File: src/rtl/bist_engine.sv
// bist_engine: logic BIST controller built around one scan chain.
// An LFSR feeds pseudo-random patterns serially into the chain. After each full load,
// the chain captures the product of its upper and lower halves. The chain is then
// compressed into a SISR while the next pattern shifts in. After the last pattern,
// an unload phase flushes the chain through the SISR. The SISR value is then compared
// against `golden`.
//
// Ports:
//   clk        rising-edge clock
//   rst_n      synchronous active-low reset
//   start      one-cycle run request; ignored while busy
//   golden     expected signature, compared in DONE
//   scan_in    LFSR serial output (lfsr[W-1])
//   scan_en    high in SHIFT and UNLOAD
//   scan_out   chain[0]
//   chain      scan chain contents (debug)
//   signature  current SISR value
//   busy       high in SHIFT, CAPTURE and UNLOAD
//   done       high in DONE
//   pass       (signature == golden) while done, else 0
module bist_engine #(
    parameter int unsigned  W    = 8,
    parameter int unsigned  NPAT = 16,
    parameter logic [W-1:0] SEED = 8'b10111101,
    parameter logic [W-1:0] TAPS = 8'b10001110
) (
    input  logic         clk,
    input  logic         rst_n,
    input  logic         start,
    input  logic [W-1:0] golden,
    output logic         scan_in,
    output logic         scan_en,
    output logic         scan_out,
    output logic [W-1:0] chain,
    output logic [W-1:0] signature,
    output logic         busy,
    output logic         done,
    output logic         pass
);

    localparam int unsigned BW = $clog2(W);
    localparam int unsigned PW = (NPAT > 1) ? $clog2(NPAT) : 1;
    localparam int unsigned HW = W / 2;

    typedef enum logic [2:0] {StIdle, StShift, StCapture, StUnload, StDone} state_e;

    state_e          state_q, state_d;
    logic [W-1:0]    lfsr_q, lfsr_d;
    logic [W-1:0]    chain_q, chain_d;
    logic [W-1:0]    sisr_q, sisr_d;
    logic [BW-1:0]   bit_q, bit_d;
    logic [PW-1:0]   pat_q, pat_d;

    logic [W-1:0]    sisr_step;
    logic [W-1:0]    product;
    logic            last_bit;
    logic            last_pat;

    // SISR absorbs the bit currently leaving the chain.
    assign sisr_step = {sisr_q[W-2:0], chain_q[0] ^ (^(sisr_q & TAPS))};
    // Both halves zero-extended to W bits; an HW x HW product always fits in W bits.
    assign product   = {{HW{1'b0}}, chain_q[W-1:HW]} * {{HW{1'b0}}, chain_q[HW-1:0]};
    assign last_bit  = (bit_q == BW'(W - 1));
    assign last_pat  = (pat_q == PW'(NPAT - 1));

    always_comb begin
        state_d = state_q;
        lfsr_d  = lfsr_q;
        chain_d = chain_q;
        sisr_d  = sisr_q;
        bit_d   = bit_q;
        pat_d   = pat_q;
        case (state_q)
            StIdle, StDone: begin
                if (start) begin
                    state_d = StShift;
                    lfsr_d  = SEED;
                    chain_d = '0;
                    sisr_d  = '0;
                    bit_d   = '0;
                    pat_d   = '0;
                end
            end
            StShift: begin
                chain_d = {lfsr_q[W-1], chain_q[W-1:1]};
                lfsr_d  = {lfsr_q[W-2:0], ^(lfsr_q & TAPS)};
                sisr_d  = sisr_step;
                if (last_bit) begin
                    bit_d   = '0;
                    state_d = StCapture;
                end else begin
                    bit_d = bit_q + BW'(1);
                end
            end
            StCapture: begin
                chain_d = product;
                if (last_pat) begin
                    pat_d   = '0;
                    state_d = StUnload;
                end else begin
                    pat_d   = pat_q + PW'(1);
                    state_d = StShift;
                end
            end
            StUnload: begin
                chain_d = {1'b0, chain_q[W-1:1]};
                sisr_d  = sisr_step;
                if (last_bit) begin
                    bit_d   = '0;
                    state_d = StDone;
                end else begin
                    bit_d = bit_q + BW'(1);
                end
            end
            default: state_d = StIdle;
        endcase
    end

    always_ff @(posedge clk) begin
        if (!rst_n) begin
            state_q <= StIdle;
            lfsr_q  <= SEED;
            chain_q <= '0;
            sisr_q  <= '0;
            bit_q   <= '0;
            pat_q   <= '0;
        end else begin
            state_q <= state_d;
            lfsr_q  <= lfsr_d;
            chain_q <= chain_d;
            sisr_q  <= sisr_d;
            bit_q   <= bit_d;
            pat_q   <= pat_d;
        end
    end

    assign scan_in   = lfsr_q[W-1];
    assign scan_out  = chain_q[0];
    assign chain     = chain_q;
    assign signature = sisr_q;
    assign scan_en   = (state_q == StShift) || (state_q == StUnload);
    assign busy      = (state_q == StShift) || (state_q == StCapture) || (state_q == StUnload);
    assign done      = (state_q == StDone);
    assign pass      = done && (sisr_q == golden);

endmodule
File: config.mk
export PLATFORM = sky130hd
export DESIGN_NAME = bist_engine
export DESIGN_NICKNAME = d
export VERILOG_FILES = /design/src/rtl/bist_engine.sv
export SDC_FILE = /design/constraint.sdc
export NUM_CORES = 1
export LEC_CHECK = 0
export ABC_AREA = 0
export BUFFER_PORTS_ARGS = -buffer_cell sky130_fd_sc_hd__buf_2
export CELL_PAD_IN_SITES_DETAIL_PLACEMENT = 2
export CELL_PAD_IN_SITES_GLOBAL_PLACEMENT = 2
export CORE_ASPECT_RATIO = 1.1
export CORE_MARGIN = 2
export CORE_UTILIZATION = 30
export DETAILED_ROUTE_END_ITERATION = 10
export PLACE_DENSITY = 0.77
export SLEW_MARGIN = 20
export SYNTH_ARGS = -nofsm -noshare
export SYNTH_HDL_FRONTEND = slang
export SYNTH_SLANG_ARGS = --single-unit
File: constraint.sdc
create_clock -name clk -period 2.6 [get_ports clk]
set_input_delay 0.52 -clock clk [delete_from_list [all_inputs] [get_ports clk]]
set_output_delay 0.52 -clock clk [all_outputs]
set_load 0.05 [all_outputs]
==> impl_metrics.env <==
export IMPL_drv_slew=0
export IMPL_fmax_mhz=369
export IMPL_yosys_area_top_type="dfxtp_1"
export IMPL_yosysSeqAreaShare=0.352
export IMPL_synth_area_leaders="dfxtp_1 (35%), ha_1 (9.7%), nand2_1 (4.7%), xnor2_1 (4.5%), a22oi_1 (4.3%)"
export IMPL_syn_to_final_growth_pct=27.5
export IMPL_yosys_cell_types_count=40
export IMPL_rsz0062_at_grt="true"
export IMPL_outcome="finished with violations"
export IMPL_drive_gt1_frac=0.290
export IMPL_cp_end_kind="flop"
export IMPL_fin_ws_ns=-0.107
export IMPL_clock_skew_ns=0.00511
export IMPL_viasPerCell=5.29
export IMPL_synth_warnings=0
export IMPL_routed_via_count=1847
export IMPL_holdBufCountCts=0
export IMPL_p_leak_nw=1.12
export IMPL_antenna_found_initial=0
export IMPL_clockBufferDepth=2
export IMPL_synth_edff_count=0
export IMPL_finalHoldWorstSlack_ns=0.478
export IMPL_dp_cells=340
export IMPL_synthArstFlopShare=0
export IMPL_placementRows=30
export IMPL_cts_sinks=34
export IMPL_grt_pass1_vias=2110
export IMPL_hold_depth=2
export IMPL_powerDensity_nw_per_um2=452
export IMPL_htreeDepth=2
export IMPL_coreArea_sq_um=6190
export IMPL_place_ws_ns=-0.109
export IMPL_crit_fanout=2
export IMPL_syn_area_sq_um=1930
export IMPL_rr_worst_depth=9
export IMPL_critPathLaunchType="flop"
export IMPL_drt_iter0_markers=64
export IMPL_final_net_count=298
export IMPL_dp_hpwl_um=4380
export IMPL_arrival_ns=2.87
export IMPL_synth_top_area_share=0.352
export IMPL_grt_max_degree=23
export IMPL_antenna_cells=0
export IMPL_crit_required_ns=2.76
export IMPL_avgSynthCellArea_sq_um=8.79
export IMPL_clk_latency_ns=0.29
export IMPL_grt_pass1_wl_um=9930
export IMPL_relSlewSlack=0.481
export IMPL_cts_tree="yes"
export IMPL_critPathKind="reg2reg"
export IMPL_first_pass_iters=4
export IMPL_floorplan_initialDensity=0.312
export IMPL_setup_viol=4
export IMPL_path_clk_slew_ns=0.07
export IMPL_finalNonFillerCells=349
export IMPL_syn_num_nets=250
export IMPL_die_x_um=80.6
export IMPL_finalWirelength_um=6020
export IMPL_worst_pin_slew_ns=0.779
export IMPL_drc=0
export IMPL_power_total_mw=1.11
export IMPL_grt_overflow=0
export IMPL_hold_viol_final=0
export IMPL_synthesis_instances=220
export IMPL_grt_use_total=0.182
export IMPL_maxCapViolations=0
export IMPL_die_area_sq_um=7110
export IMPL_worst_ir_drop_vdd_v=0.000160
export IMPL_violations="setup timing"
export IMPL_portBuffers=32
export IMPL_ys_flop_type="dfxtp_1"
export IMPL_wl_per_cell_um=17.2
export IMPL_final_util=0.398
export IMPL_fin_crit_ns=2.71
export IMPL_fp_dieH_um=88.2
export IMPL_ant_nets=0
export IMPL_cts_buffers=5
export IMPL_period_share=1.04
export IMPL_io_pins=33
export IMPL_hold_path_class="reg2reg"
export IMPL_gp_congestion=0.807
export IMPL_root_buffer="clkbuf_8"
export IMPL_ys_ff_latch=34
## worst max-delay path, cell delays in order, from the launching register on
cell       delay (ns)
dfxtp_4          0.35
nand2_2          0.06
fa_1             0.55
inv_2            0.04
fa_2             0.56
ha_4             0.21
a21o_1           0.19
a221o_1          0.33
o2111ai_2        0.16
o221ai_1         0.12
## final cells by class
type                    count  area (sq um)
well taps                  80           100
repair buffers             51           303
inverters                   8          30.0
clock buffers               8           101
fillers                   721          3730
flip-flops and latches     34           704
multi-input cells         168          1230
## layer usage
layer / global-route usage / part of all wire
met5: 0 / 0
met4: 0.0616 / 0.011
met1: 0.201 / 0.41
met2: 0.351 / 0.54
met3: 0.0327 / 0.039
## final timing paths
| path | from | endpoint | slack, ns |
|---|---|---|---|
| worst max-delay path | chain[4] | chain[7] | -0.11 |
| worst min-delay path | lfsr_q[5] | lfsr_q[6] | 0.48 |
| worst max register to register | chain[4] | chain[7] | -0.11 |
| worst min register to register | lfsr_q[5] | lfsr_q[6] | 0.48 |
## kinds of logic (layout without fill, tap and decap cells)
family	Yosys count	count (layout)	synth area share
adders and majority gates	19	19	0.138
buffers and inverters	18	67	0.0427
xor gates and xnor gates	15	15	0.0750
DFF	34	34	0.352
AOI/OAI and AO/OA	51	51	0.179
muxes	1	1	0.00517
and+or+nand+nor	82	82	0.208
## flip-flops by register name, indices dropped and copies added (netlist names)
register	flops
lfsr_q	8
chain	8
pat_q	4
bit_q	3
signature	8
state_q	3
## cells in the final DEF, fill, tap and decap left out, drive strengths merged, types with 6 or more instances in the layout
cell type	Yosys	routed
and2	10	10
xnor2	10	10
a21oi	16	16
dfxtp	34	34
nand2	24	24
ha	15	15
nand2b	7	7
nor2	22	22
clkbuf	3	8
buf	7	51
inv	8	8
a22oi	11	11
o22ai	6	6
## cells in the mapped netlist (4+ instances only)
library cell and count:
xor2_1 4, fa_1 4, a22oi_1 11, nand3_1 4
nor2_1 22, and2_1 10, nand2_1 24, ha_1 15
xnor2_1 10, o22ai_1 6, nand2b_1 7, dfxtp_1 34
a21oi_1 16, a222oi_1 4, inv_1 7
## power breakdown
| part | switching [mW] | internal, mW | total [mW] | leakage, nW |
|---|---|---|---|---|
| Combinational | 0.0879 | 0.0420 | 0.130 | 0.785 |
| Clock | 0.194 | 0.248 | 0.442 | 0.0506 |
| Sequential | 0.0146 | 0.527 | 0.541 | 0.281 |
| Total | 0.297 | 0.817 | 1.11 | 1.12 |
## what timing repair did
item                       4_1_cts  5_1_grt
setup buffers                    0        1
pin swaps                        4        1
gates resized for setup          2        6
setup endpoints to repair        5        5
## stage by stage
stage / setup TNS (ns) / instance area (sq um)
after floorplan: -0.164 / 1970
after global placement: -0.0397 / 2310
after detailed placement: -0.196 / 2310
after CTS: -0.364 / 2430
after global routing: -0.829 / 2470
final: -0.311 / 2470
No activity file was read; power rests on OpenSTA's default activity.
